==> config.mk <==
export PLATFORM = sky130hd
export DESIGN_NAME = combo_prog_ctrl_flat
export DESIGN_NICKNAME = d
export VERILOG_FILES = /design/src/rtl/sejf_pkg.sv /design/src/rtl/combo_prog_ctrl_if.sv /design/src/rtl/idle_timer.sv /design/src/rtl/combo_prog_ctrl.sv /design/src/flat_wrapper.sv
export SDC_FILE = /design/constraint.sdc
export NUM_CORES = 1
export LEC_CHECK = 0
export ABC_AREA = 1
export CAP_MARGIN = 25
export CORE_ASPECT_RATIO = 0.5
export CORE_UTILIZATION = 54
export DETAILED_ROUTE_END_ITERATION = 8
export PLACE_DENSITY = 0.86
export SYNTH_ARGS = -nofsm -noshare
export SYNTH_HDL_FRONTEND = slang
export SYNTH_SLANG_ARGS = --single-unit
==> constraint.sdc <==
create_clock -name clk -period 2.5 [get_ports clk]
set_input_delay 0.5 -clock clk [delete_from_list [all_inputs] [get_ports clk]]
set_output_delay 0.5 -clock clk [all_outputs]
set_load 0.1 [all_outputs]
==> src/rtl/sejf_pkg.sv <==
`default_nettype none
// +----------------------------------------------------------------------+
// | Module  : sejf_pkg                                                   |
// | Brief   : Shared types and default combination for the safe logic.   |
// | Rev     : 1.0  initial release                                       |
// +----------------------------------------------------------------------+
package sejf_pkg;

  localparam int unsigned c_DW     = 5;
  localparam int unsigned c_COMBO0 = 3;
  localparam int unsigned c_COMBO1 = 17;
  localparam int unsigned c_COMBO2 = 9;

  typedef enum logic [1:0] {
    ST_IDLE    = 2'd0,
    ST_ENTER   = 2'd1,
    ST_CONFIRM = 2'd2,
    ST_CHECK   = 2'd3
  } state_t;

  // Digit index 3 does not exist; the master FSM may present it and it aliases digit 0.
  function automatic logic [1:0] sel_to_idx(input logic [1:0] sel);
    return (sel == 2'd3) ? 2'd0 : sel;
  endfunction

endpackage
`default_nettype wire

==> src/rtl/combo_prog_ctrl_if.sv <==
`default_nettype none
// +----------------------------------------------------------------------+
// | Module  : combo_prog_ctrl_if                                         |
// | Brief   : Dial/master-FSM side signals of the combination programmer.|
// | Rev     : 1.0  initial release                                       |
// +----------------------------------------------------------------------+
interface combo_prog_ctrl_if
  import sejf_pkg::*;
#(
  parameter int unsigned DW = c_DW
);

  logic          unlocked;
  logic          prog_req;
  logic          dirch;
  logic [DW-1:0] cnt_val;
  logic [1:0]    sel;
  logic [DW-1:0] ref_digit;
  logic          prog_busy;
  logic [1:0]    digit_idx;
  logic          clr_cnt;
  logic          prog_done;
  logic          prog_err;

  modport master (
    output unlocked, prog_req, dirch, cnt_val, sel,
    input  ref_digit, prog_busy, digit_idx, clr_cnt, prog_done, prog_err
  );

  modport slave (
    input  unlocked, prog_req, dirch, cnt_val, sel,
    output ref_digit, prog_busy, digit_idx, clr_cnt, prog_done, prog_err
  );

endinterface
`default_nettype wire

==> src/rtl/idle_timer.sv <==
`default_nettype none
// +----------------------------------------------------------------------+
// | Module  : idle_timer                                                 |
// | Brief   : Inactivity counter; flags expiry at TIMEOUT_CYC-1.         |
// | Rev     : 1.0  initial release                                       |
// +----------------------------------------------------------------------+
module idle_timer
  import sejf_pkg::*;
#(
  parameter int unsigned TIMEOUT_CYC = 50_000_000
) (
  input  wire logic clk,
  input  wire logic rst,
  input  wire logic clr,
  input  wire logic en,
  output logic      expired
);

  localparam int unsigned    c_W    = $clog2(TIMEOUT_CYC);
  localparam logic [c_W-1:0] c_LAST = c_W'(TIMEOUT_CYC - 1);

  logic [c_W-1:0] r_cnt;

  // Saturates at the terminal value so a stalled consumer never sees a wrap.
  always_ff @(posedge clk or posedge rst) begin
    if (rst) begin
      r_cnt <= '0;
    end else if (clr) begin
      r_cnt <= '0;
    end else if (en && (r_cnt != c_LAST)) begin
      r_cnt <= r_cnt + c_W'(1);
    end
  end

  assign expired = en && (r_cnt == c_LAST);

endmodule
`default_nettype wire

==> src/rtl/combo_prog_ctrl.sv <==
`default_nettype none
// +----------------------------------------------------------------------+
// | Module  : combo_prog_ctrl                                            |
// | Brief   : Holds the safe combination and runs the enter/confirm/     |
// |           commit sequence used to change it while unlocked.          |
// | Rev     : 1.0  initial release                                       |
// +----------------------------------------------------------------------+
module combo_prog_ctrl
  import sejf_pkg::*;
#(
  parameter int unsigned DW          = c_DW,
  parameter int unsigned C0_RST      = c_COMBO0,
  parameter int unsigned C1_RST      = c_COMBO1,
  parameter int unsigned C2_RST      = c_COMBO2,
  parameter int unsigned TIMEOUT_CYC = 50_000_000
) (
  input  wire logic          clk,
  input  wire logic          rst,
  combo_prog_ctrl_if.slave   bus
);

  state_t        r_state;
  logic [1:0]    r_idx;
  logic          r_busy;
  logic          r_clr_cnt;
  logic          r_done;
  logic          r_err;
  logic [DW-1:0] r_combo [3];
  logic [DW-1:0] r_sha   [3];
  logic [DW-1:0] r_shb   [3];

  logic          w_active;
  logic          w_tmr_clr;
  logic          w_expired;
  logic          w_match;
  logic [DW-1:0] w_ref;

  assign w_active  = (r_state == ST_ENTER) || (r_state == ST_CONFIRM);
  // Any event that keeps the sequence alive or restarts it also restarts the idle window.
  assign w_tmr_clr = !w_active || bus.dirch || bus.prog_req || !bus.unlocked;

  idle_timer #(
    .TIMEOUT_CYC (TIMEOUT_CYC)
  ) u_idle_timer (
    .clk     (clk),
    .rst     (rst),
    .clr     (w_tmr_clr),
    .en      (w_active),
    .expired (w_expired)
  );

  assign w_match = (r_sha[0] == r_shb[0]) &&
                   (r_sha[1] == r_shb[1]) &&
                   (r_sha[2] == r_shb[2]);

  always_comb begin
    w_ref = r_combo[0];
    case (sel_to_idx(bus.sel))
      2'd1:    w_ref = r_combo[1];
      2'd2:    w_ref = r_combo[2];
      default: w_ref = r_combo[0];
    endcase
  end

  always_ff @(posedge clk or posedge rst) begin
    if (rst) begin
      r_state   <= ST_IDLE;
      r_idx     <= 2'd0;
      r_busy    <= 1'b0;
      r_clr_cnt <= 1'b0;
      r_done    <= 1'b0;
      r_err     <= 1'b0;
      r_combo[0] <= DW'(C0_RST);
      r_combo[1] <= DW'(C1_RST);
      r_combo[2] <= DW'(C2_RST);
      for (int i = 0; i < 3; i++) begin
        r_sha[i] <= '0;
        r_shb[i] <= '0;
      end
    end else begin
      r_clr_cnt <= 1'b0;
      r_done    <= 1'b0;
      r_err     <= 1'b0;
      case (r_state)
        ST_IDLE: begin
          if (bus.prog_req && bus.unlocked) begin
            r_state   <= ST_ENTER;
            r_idx     <= 2'd0;
            r_busy    <= 1'b1;
            r_clr_cnt <= 1'b1;
          end
        end
        ST_ENTER, ST_CONFIRM: begin
          if (!bus.unlocked) begin
            r_state <= ST_IDLE;
            r_idx   <= 2'd0;
            r_busy  <= 1'b0;
            r_err   <= 1'b1;
          end else if (bus.prog_req) begin
            r_state   <= ST_ENTER;
            r_idx     <= 2'd0;
            r_clr_cnt <= 1'b1;
          end else if (bus.dirch) begin
            if (r_state == ST_ENTER) begin
              r_sha[r_idx] <= bus.cnt_val;
            end else begin
              r_shb[r_idx] <= bus.cnt_val;
            end
            if (r_idx == 2'd2) begin
              r_idx <= 2'd0;
              if (r_state == ST_ENTER) begin
                r_state   <= ST_CONFIRM;
                r_clr_cnt <= 1'b1;
              end else begin
                r_state <= ST_CHECK;
              end
            end else begin
              r_idx <= r_idx + 2'd1;
            end
          end else if (w_expired) begin
            r_state <= ST_IDLE;
            r_idx   <= 2'd0;
            r_busy  <= 1'b0;
            r_err   <= 1'b1;
          end
        end
        ST_CHECK: begin
          if (w_match) begin
            for (int i = 0; i < 3; i++) begin
              r_combo[i] <= r_sha[i];
            end
            r_done <= 1'b1;
          end else begin
            r_err <= 1'b1;
          end
          r_state <= ST_IDLE;
          r_idx   <= 2'd0;
          r_busy  <= 1'b0;
        end
        default: begin
          r_state <= ST_IDLE;
          r_idx   <= 2'd0;
          r_busy  <= 1'b0;
        end
      endcase
    end
  end

  assign bus.ref_digit = w_ref;
  assign bus.prog_busy = r_busy;
  assign bus.digit_idx = r_idx;
  assign bus.clr_cnt   = r_clr_cnt;
  assign bus.prog_done = r_done;
  assign bus.prog_err  = r_err;

endmodule
`default_nettype wire

==> src/flat_wrapper.sv <==
// flat-port wrapper written by rule: the top's interface ports become plain ports
module combo_prog_ctrl_flat import sejf_pkg::*;
#(
  parameter int unsigned DW          = c_DW,
  parameter int unsigned C0_RST      = c_COMBO0,
  parameter int unsigned C1_RST      = c_COMBO1,
  parameter int unsigned C2_RST      = c_COMBO2,
  parameter int unsigned TIMEOUT_CYC = 50_000_000
)
  (clk, rst, bus_unlocked, bus_prog_req, bus_dirch, bus_cnt_val, bus_sel, bus_ref_digit, bus_prog_busy, bus_digit_idx, bus_clr_cnt, bus_prog_done, bus_prog_err);
  combo_prog_ctrl_if #(.DW(DW)) bus_i ();
  input  wire logic clk;
  input  wire logic rst;
  input wire logic [$bits(bus_i.unlocked)-1:0] bus_unlocked;
  input wire logic [$bits(bus_i.prog_req)-1:0] bus_prog_req;
  input wire logic [$bits(bus_i.dirch)-1:0] bus_dirch;
  input wire logic [$bits(bus_i.cnt_val)-1:0] bus_cnt_val;
  input wire logic [$bits(bus_i.sel)-1:0] bus_sel;
  output wire logic [$bits(bus_i.ref_digit)-1:0] bus_ref_digit;
  output wire logic [$bits(bus_i.prog_busy)-1:0] bus_prog_busy;
  output wire logic [$bits(bus_i.digit_idx)-1:0] bus_digit_idx;
  output wire logic [$bits(bus_i.clr_cnt)-1:0] bus_clr_cnt;
  output wire logic [$bits(bus_i.prog_done)-1:0] bus_prog_done;
  output wire logic [$bits(bus_i.prog_err)-1:0] bus_prog_err;
  assign bus_i.unlocked = bus_unlocked;
  assign bus_i.prog_req = bus_prog_req;
  assign bus_i.dirch = bus_dirch;
  assign bus_i.cnt_val = bus_cnt_val;
  assign bus_i.sel = bus_sel;
  assign bus_ref_digit = bus_i.ref_digit;
  assign bus_prog_busy = bus_i.prog_busy;
  assign bus_digit_idx = bus_i.digit_idx;
  assign bus_clr_cnt = bus_i.clr_cnt;
  assign bus_prog_done = bus_i.prog_done;
  assign bus_prog_err = bus_i.prog_err;
  combo_prog_ctrl #(.DW(DW), .C0_RST(C0_RST), .C1_RST(C1_RST), .C2_RST(C2_RST), .TIMEOUT_CYC(TIMEOUT_CYC)) u_core (.clk(clk), .rst(rst), .bus(bus_i));
endmodule
# After elaboration in Yosys (flattened, before gate mapping)
# Cells that the tools add are included.
[classes]
n_reduce_logical = 21
bitwise = 3
add_sub_neg = 2
muxes = 43
n_lt_le_gt_ge = 2
eq_ne = 18
[ops]
columns = ["operator", "count"]
rows = [
  ["$mux W26", 2],
  ["$bwmux W15", 2],
  ["$add A26 B1 Y26 const B", 1],
  ["$eq A26 B26 Y1 const B", 1],
  ["$ne A26 B26 Y1 const B", 1],
  ["$mux W2", 12],
  ["$mux W1", 19],
  ["$eq A5 B5 Y1", 3],
  ["$pmux W2 S3", 2],
  ["$demux W5 S2", 1],
  ["$eq A2 B2 Y1 const B", 5],
  ["$pmux W5 S2", 1],
  ["$reduce_and A5 Y1", 2],
  ["$ne A3 B3 Y1 const B", 3],
  ["$logic_and A1 B1 Y1", 6],
  ["$mux W5", 1],
  ["$ne A5 B4 Y1 const B", 1],
  ["$ne A5 B5 Y1 const B", 1],
  ["$eq A2 B1 Y1 const B", 2],
  ["$logic_or A1 B1 Y1", 4],
  ["$pmux W1 S2", 2],
  ["$reduce_and A2 Y1", 2],
  ["$reduce_and A4 Y1", 1],
  ["$ge A3 B3 Y1 const B", 1],
  ["11 further kinds", 13],
]
[totals]
reg_bits = 79
input_bits = 12
out_inout_bits = 11
word_cells = 105

# Depth between registers and ports, before layout
# Gate-level depths: netlist of the first run.
[depth]
word_depth = 8
depth_mapped = 11

# By module
# Synthesis of the first run repeated with hierarchy kept, for this count alone.
[unflattened]
hier_cells = 604
area_unflattened_um2 = 4346.7
[modules_own_cells]
columns = ["mod", "area_each_um2", "cells_each", "n_inst"]
rows = [
  ["combo_prog_ctrl", 2548.7, 318, 1],
  ["idle_timer", 1798.0, 286, 1],
]

# Worst setup path before layout of the first run
# Ideal clock, no wire load.
[synth_timing]
path_kind = "input to output"
start = "input bus_sel[0]"
end = "output bus_ref_digit[0]"
t_arrival_ps = 2500
setup_slack_ps = -500
path_stages = 5
cell_sequence = "inv_1 -> ha_1 -> inv_1 -> nor2_1 -> a21oi_1"
[synth_between]
elab_chain_len = 4
elab_cells_between_ends = 5
[synth_rtl]
columns = ["element", "line_no", "text"]
rows = [
  ["from (decl)", "flat_wrapper.sv:18", "input wire logic [$bits(bus_i.sel)-1:0] bus_sel;"],
  ["$eq A2 B2 Y1", "sejf_pkg.sv:23", "return (sel == 2'd3) ? 2'd0 : sel;"],
  ["$mux W2 *", "sejf_pkg.sv:23", ""],
  ["$eq A2 B2 Y1 / $eq A2 B1 Y1 (equally long branches)", "combo_prog_ctrl.sv:58", "case (sel_to_idx(bus.sel))"],
  ["$pmux W5 S2 *", "combo_prog_ctrl.sv:58", ""],
  ["to (decl)", "flat_wrapper.sv:19", "output wire logic [$bits(bus_i.ref_digit)-1:0] bus_ref_digit;"],
]
# Every way passes the cells marked *; elsewhere a longest branch is shown, timed or not.

# Worst setup path in the final report of the first run
# Same ends and word-level chain as after synthesis.

==> qor.yml, run 1 <==
critical_path:
  cp_num_cells: 7
  slowest_stage: "clkdlybuf4s50_1"
  path_delay_family: "buffers and inverters"
  crit_fanout: 6
  timing.critical_path.required_ns: 2.00
  start_kind: "input pin"
  end_kind: "primary output"
  worstSetupPathType: "input pin to primary output"
  crit_chain: "clkdlybuf4s50_1 > inv_1 > ha_2 > inv_2 > nor2_1 > a21oi_2 > buf_12"
  crit_arrival_ns: 1.85
  timing.critical_path.buf_inv: 4
  critPathMaxStageDelay_ns: 0.48
  reg2reg_depth: 8
timing:
  final.setup.tns_ns: 0
  fin_crit_ns: 2.35
  hold_violations: 0
  fmax_ghz: 0.426
  timing.slew.headroom_pct: 76.9
  finalMaxSlewViolations: 0
  finalSetupViolations: 0
  rsz0062_at_grt: "no"
  tightest_slew_ns: 0.345
  finClkSkew_ns: 0.00700
  fin_crit_sh_pct: 93.8
route:
  wl_um: 9130
  met2WireLength_um: 4400
  drt_iter0_markers: 268
  wl_per_cell_um: 12.8
  top_layer_used: "met4"
  drt_pass1_iterations: 6
  wl_met1_um: 4080
  drc: 0
  detail-route-antenna-nets: 0
  vias: 3717
  route.met3.wl_um: 438
  vias_per_cell: 5.22
clocking:
  path_clk_slew_ns: 0.06
  clock-sinks: 79
  cts_tree: "built"
  cts_max_level: 3
  cts_buffers: 9
  worstSkewPairLatency_ns: 0.34
  cts.path.max_buffers: 2
  clockRootBuffer: "clkbuf_16"
placement:
  io_buffer_count: 22
  place_hpwl_um: 6510
  gp_congestion: 0.919
synthesis:
  syn-cell-area_mm2: 0.00426
  ys_types: 34
  synthSimpleGateAreaFrac_pct: 32.1
  yosys_warnings: 0
  synth_top_area_cell: "dfrtp_1"
  synth_edf_count: 0
  ys_async_sr_fraction_pct: 100
  synth_compound_area_share_pct: 10.5
  synth_seq_cells: 79
  synth_cells: 567
  synthMuxAreaShare_pct: 0
  synth_top_family_by_area: "simple AND/OR/NAND/NOR gates"
  synth_fp_nets: 586
  synthTopCellsByArea: "dfrtp_1 43%, nand2_1 15%, inv_1 6.2%"
  synthAdderAreaFrac_pct: 2.05
  yosys_most_used_dff: "dfrtp_1"
  synth_top_area_share_pct: 42.8
  avgSynthCellArea_um2: 7.52
  seq_area_frac_synth_pct: 46.5
  yosys.area_share.xor_xnor_pct: 0.822
die:
  dieArea_mm2: 0.00828
  initial_core_util_pct: 57.0
  core.rowCount: 22
  fp.dieW_um: 128
  core_area_mm2: 0.00749
  ios: 23
  die_h_um: 64.8
final_layout:
  drive_above_1_share_pct: 14.6
  antenna_cells: 0
  area_growth_pct: 18.2
  fin_nets: 619
pwr:
  cellPowerDensity_mw_per_mm2: 796
  total_power_w: 0.00401
  irDropWorstVdd_mv: 0.378
  p_leak_nw: 2.39
flow_run:
  drv_cap: 0
grt:
  grt_first_pass_wirelength_um: 15700
  grt_overflow: 0
  antenna_found_initial: 0
  grt_max_degree: 55
  track_usage_pct: 24.8
  grt_pass1_vias: 3509
worst_hold_path:
  hold_path.class: "input pin to asynchronous set/reset pin"
outcome:
  status: "completed"
stage by stage:
step	area, um2	util [%]	hold slack (ns)	instances	setup WS (ns)
6_report	5040	67.3	0.449	712	0.154
4_1_cts	5040	67.3	0.451	712	0.0356
2_1_floorplan	4290	-	0.447	567	0.124
3_3_place_gp	4700	62.8	0.458	697	0.0743
5_1_grt	5040	67.3	0.457	712	0.0699
3_5_place_dp	4700	62.8	0.459	697	0.0409
path summary, 6_finish.rpt:
check	start	end	slack, ns
worst max register to register	u_core.r_state[0]$_DFFE_PP0P_	u_core.u_idle_timer.r_cnt[7]$_DFFE_PP0P_	0.55
min in group clk	u_core.r_combo[9]$_DFFE_PP1P_	u_core.r_combo[9]$_DFFE_PP1P_	0.47
worst max-delay path	bus_sel[0]	bus_ref_digit[0]	0.15
worst min register to register	u_core.r_combo[9]$_DFFE_PP1P_	u_core.r_combo[9]$_DFFE_PP1P_	0.47
max in group asynchronous	rst	u_core.r_combo[11]$_DFFE_PP1P_	1.45
worst min-delay path	rst	u_core.bus.clr_cnt$_DFF_PP0_	0.45
cell usage after synthesis, types with 2 or more instances:
cell,count
nor2_1,59
o21ai_0,11
buf_2,4
o21ai_1,45
nand2_1,169
xor2_1,3
a31oi_1,3
nor3_1,7
inv_2,12
ha_1,7
dfrtp_1,73
a21oi_1,23
nand4_1,15
nand2_2,8
nand2_4,4
inv_1,70
dfstp_2,6
nand3_1,22
nor2_2,10
nor2_8,2
power by group:
group / internal [W] / switching [W]
registers: 0.00143 / 0.000127
clock network: 0.000973 / 0.000512
logic: 0.000315 / 0.000652
sequential cells by signal, indices dropped and copies added, names as in the netlist:
| register | flops |
|---|---|
| u_core.r_combo | 15 |
| u_core.r_state | 2 |
| u_core.r_sha | 15 |
| u_core.bus.prog_err | 1 |
| u_core.bus.digit_idx | 2 |
| u_core.bus.clr_cnt | 1 |
| u_core.bus.prog_busy | 1 |
| u_core.bus.prog_done | 1 |
| u_core.u_idle_timer.r_cnt | 26 |
| u_core.r_shb | 15 |
worst reg2reg max path, delay by kind of cell (launching register included):
family / cells / cell delay [ns]
and+or+nand+nor: 4 / 0.74
buffers and inverters: 3 / 0.36
DFF: 1 / 0.41
adders and majority gates: 1 / 0.39
cells by family (layout without fill, tap and decap cells):
family / count (synthesis) / count (layout)
compound gates: 86 / 86
fa+ha+maj: 7 / 7
simple gates: 303 / 303
buf+inv: 88 / 125
flops: 79 / 79
xor+xnor: 4 / 4
repair_timing:
action / in CTS / in global routing
resized for setup: 0 / 2
hold buffers: 0 / 0
endpoints found under the setup margin: 0 / 5
setup buffers: 0 / 0
placed cells by master (no fill, tap or decap), types with 4 or more instances in the layout:
| master | instances |
|---|---|
| nand2_4 | 4 |
| o21ai_0 | 11 |
| buf_4 | 10 |
| a21oi_1 | 18 |
| ha_1 | 6 |
| a21oi_2 | 5 |
| nor3_1 | 7 |
| inv_1 | 68 |
| dfrtp_1 | 73 |
| nand2_1 | 169 |
| nor2_2 | 10 |
| nor2_1 | 59 |
| nand3_1 | 22 |
| clkdlybuf4s50_1 | 11 |
| buf_12 | 6 |
| inv_2 | 13 |
| dfstp_2 | 6 |
| nand2_2 | 8 |
| nand4_1 | 15 |
| o21ai_1 | 45 |
| clkbuf_16 | 9 |
layout make-up:
| type | instances | area, um2 |
|---|---|---|
| clock buffers | 10 | 229 |
| clock inverters | 5 | 108 |
| fillers | 602 | 2450 |
| inverters | 83 | 317 |
| multi-input cells | 400 | 1960 |
| flip-flops and latches | 79 | 1980 |
| well taps | 108 | 135 |
| repair buffers | 27 | 305 |
per-layer routing:
metal / up-vias / global-route usage, %
met1: 1723 / 29.3
met4: 0 / 9.85
li1: 1875 / -
met3: 23 / 6.77
met2: 96 / 43.4
met5: - / 0
(Power assumes the default switching activity.)
==> run 2: changes to the inputs <==
--- a/config.mk
+++ b/config.mk
@@ -6,7 +6,7 @@
 export NUM_CORES = 1
 export LEC_CHECK = 0
 export ABC_AREA = 1
-export CAP_MARGIN = 25
+export CAP_MARGIN = 20
 export CORE_ASPECT_RATIO = 0.5
 export CORE_UTILIZATION = 54
 export DETAILED_ROUTE_END_ITERATION = 8
==> results of run 2 <==
Same layout as run 1: the final DEF is identical, and so are final timing and power.
==> run 3: changes to the inputs <==
--- a/config.mk
+++ b/config.mk
@@ -8,9 +8,9 @@
 export ABC_AREA = 1
 export CAP_MARGIN = 20
 export CORE_ASPECT_RATIO = 0.5
-export CORE_UTILIZATION = 54
+export CORE_UTILIZATION = 60
 export DETAILED_ROUTE_END_ITERATION = 8
-export PLACE_DENSITY = 0.86
+export PLACE_DENSITY = 0.9
 export SYNTH_ARGS = -nofsm -noshare
 export SYNTH_HDL_FRONTEND = slang
 export SYNTH_SLANG_ARGS = --single-unit
==> constraint.sdc (replaced) <==
create_clock -name clk -period 2.2 [get_ports clk]
set_input_delay 0.44 -clock clk [delete_from_list [all_inputs] [get_ports clk]]
set_output_delay 0.44 -clock clk [all_outputs]
set_load 0.1 [all_outputs]
==> run 3 against run 2 <==
Net effect: worst hold slack gained 0.039 ns; clock-buffer cell count shrank 1; utilization is 7.6 points higher; highest routed layer unchanged.
==> qor.yml, run 3 (synthesized netlist as in run 1, its figures left out) <==
grt:
  track_usage_pct: 28.3
  antenna_found_initial: 0
  grt_first_pass_wirelength_um: 15800
  grt_pass1_vias: 3505
  grt_max_degree: 80
  grt_overflow: 0
critical_path:
  r2r-end: "u_core.r_shb[10]$_DFFE_PP0P_"
  crit_arrival_ns: 2.21
  crit_chain: "inv_1 > ha_1 > nand2_2 > nor2_4 > nand2_1 > clkinv_2 > nand2_1 > inv_2 > nand2_2 > nand2_1 > o21ai_1"
  critPathMaxStageDelay_ns: 0.41
  start_kind: "flip-flop"
  worstSetupPathType: "flip-flop to flip-flop"
  end_kind: "flip-flop"
  regToRegSetupSlack_ns: 0.20
  path_delay_family: "simple AND/OR/NAND/NOR gates"
  rr_startpoint: "u_core.r_state[0]$_DFFE_PP0P_"
  crit_fanout: 10
  timing.critical_path.required_ns: 2.41
  reg2reg_depth: 11
  timing.critical_path.buf_inv: 3
  slowest_stage: "dfrtp_1"
  timing.critical_path.mode_cell: "nand2_1"
placement:
  place_hpwl_um: 6580
  placed_cell_area_mm2: 0.00471
  gp_congestion: 0.905
  io_buffer_count: 22
timing:
  rsz0062_at_grt: "no"
  fin_crit_sh_pct: 90.9
  fin_crit_ns: 2.00
  finalMaxSlewViolations: 0
  timing.slew.headroom_pct: 72.5
  tightest_slew_ns: 0.413
  fmax_ghz: 0.500
  finalSetupViolations: 0
  finClkSkew_ns: 0.00916
  hold_violations: 0
final_layout:
  fillers: 477
  final_area_mm2: 0.00508
  final_common_cell: "nand2_1"
  antenna_cells: 0
  top_register: "u_core.u_idle_timer.r_cnt"
  fin_nets: 619
  layout_common_cells: "169 x nand2_1, 73 x dfrtp_1, 67 x inv_1, 55 x nor2_1, 45 x o21ai_1"
  area_growth_pct: 19.1
  largest_register_ffs: 26
  drive_above_1_share_pct: 16.7
clocking:
  clockRootBuffer: "clkbuf_16"
  clock-sinks: 79
  cts_buffers: 9
  cts_tree: "built"
  path_clk_slew_ns: 0.06
  cts.path.max_buffers: 2
  cts_max_level: 3
  worstSkewPairLatency_ns: 0.34
  postCtsHoldBufs: 0
  cts_setup_buffers: 0
route:
  vias_per_cell: 5.46
  drc: 0
  vias: 3807
  wl_um: 9790
  wl_per_cell_um: 14.0
  drt_iter0_markers: 297
  detail-route-antenna-nets: 0
  drt_pass1_iterations: 6
die:
  ios: 23
  dieArea_mm2: 0.00747
  core.rowCount: 21
  die_h_um: 61.6
  fp.dieW_um: 121
  core_area_mm2: 0.00678
  initial_core_util_pct: 62.9
pwr:
  irDropWorstVdd_mv: 0.491
  total_power_w: 0.00442
  p_leak_nw: 2.40
  cellPowerDensity_mw_per_mm2: 871
outcome:
  status: "completed"
worst_hold_path:
  whs_path_depth: 2
  holdCritStartpoint: "u_core.r_combo[9]$_DFFE_PP1P_"
  hold_path.class: "flip-flop to flip-flop"
  min_to: "u_core.r_combo[9]$_DFFE_PP1P_"
flow_run:
  drv_cap: 0
[run 3: cell types whose count changed in the layout (fill, tap and decap cells not counted), sizes merged, moves of 2 or more]
cell and delta:
clkdlybuf4s50 -2, dlymetal6s2s +2, bufinv -2, inv +2
[run 3: tightest hold or removal path, cell delays in order, from the launching register on]
cell and delay [ns]:
dfstp_2 0.37, nand2_1 0.06, nand2_1 0.06
[run 3: metrics by stage]
stage,hold WS (ns),utilization (%),TNS [ns],worst slack [ns],cells
after CTS,0.483,74.3,0,0.00371,697
after global routing,0.513,74.9,0,0.0771,697
after global placement,0.459,69.5,-0.500,-0.106,681
after detailed placement,0.473,69.5,-0.728,-0.156,681
final,0.487,74.9,0,0.199,697
after floorplan,0.447,-,-0.0557,-0.0557,567
[run 3: area by class of cell]
type | instances | area [um2] | share of cell area [%]
clock buffers | 9 | 225 | 4.43
multi-input cells | 400 | 2050 | 40.4
repair buffers | 27 | 310 | 6.11
clock inverters | 7 | 70.1 | 1.38
flip-flops and latches | 79 | 1980 | 39.1
well taps | 92 | 115 | 2.27
inverters | 83 | 322 | 6.33
[run 3: power breakdown]
part / internal (W) / switching, W
logic: 0.000372 / 0.000787
registers: 0.00163 / 0.000150
clock network: 0.000880 / 0.000606
[run 3: worst max-delay path by stage]
stage / from / end / slack, ns / cells after the start
final: u_core.r_state[0]$_DFFE_PP0P_ / u_core.r_shb[10]$_DFFE_PP0P_ / 0.20 / 11
after global routing: u_core.r_state[0]$_DFFE_PP0P_ / u_core.r_shb[10]$_DFFE_PP0P_ / 0.08 / 11
after CTS: bus_sel[0] / bus_ref_digit[0] / 0.004 / 7
after detailed placement: bus_sel[0] / bus_ref_digit[4] / -0.16 / 7
after global placement: bus_sel[0] / bus_ref_digit[0] / -0.11 / 7
after floorplan: bus_sel[0] / bus_ref_digit[0] / -0.06 / 5
[run 3: repair_timing]
item                                    in CTS  in global routing
pin swaps                                    0                  3
endpoints found under the setup margin       5                  5
gates resized for setup                     11                 10
[run 3: routing by layer]
metal,GRT usage (%),vias up,share of wire (%)
li1,-,1877,-
met1,33.3,1769,43
met2,50.9,131,50
met3,8.15,30,5.3
met4,10.6,0,2.2
met5,0,-,0
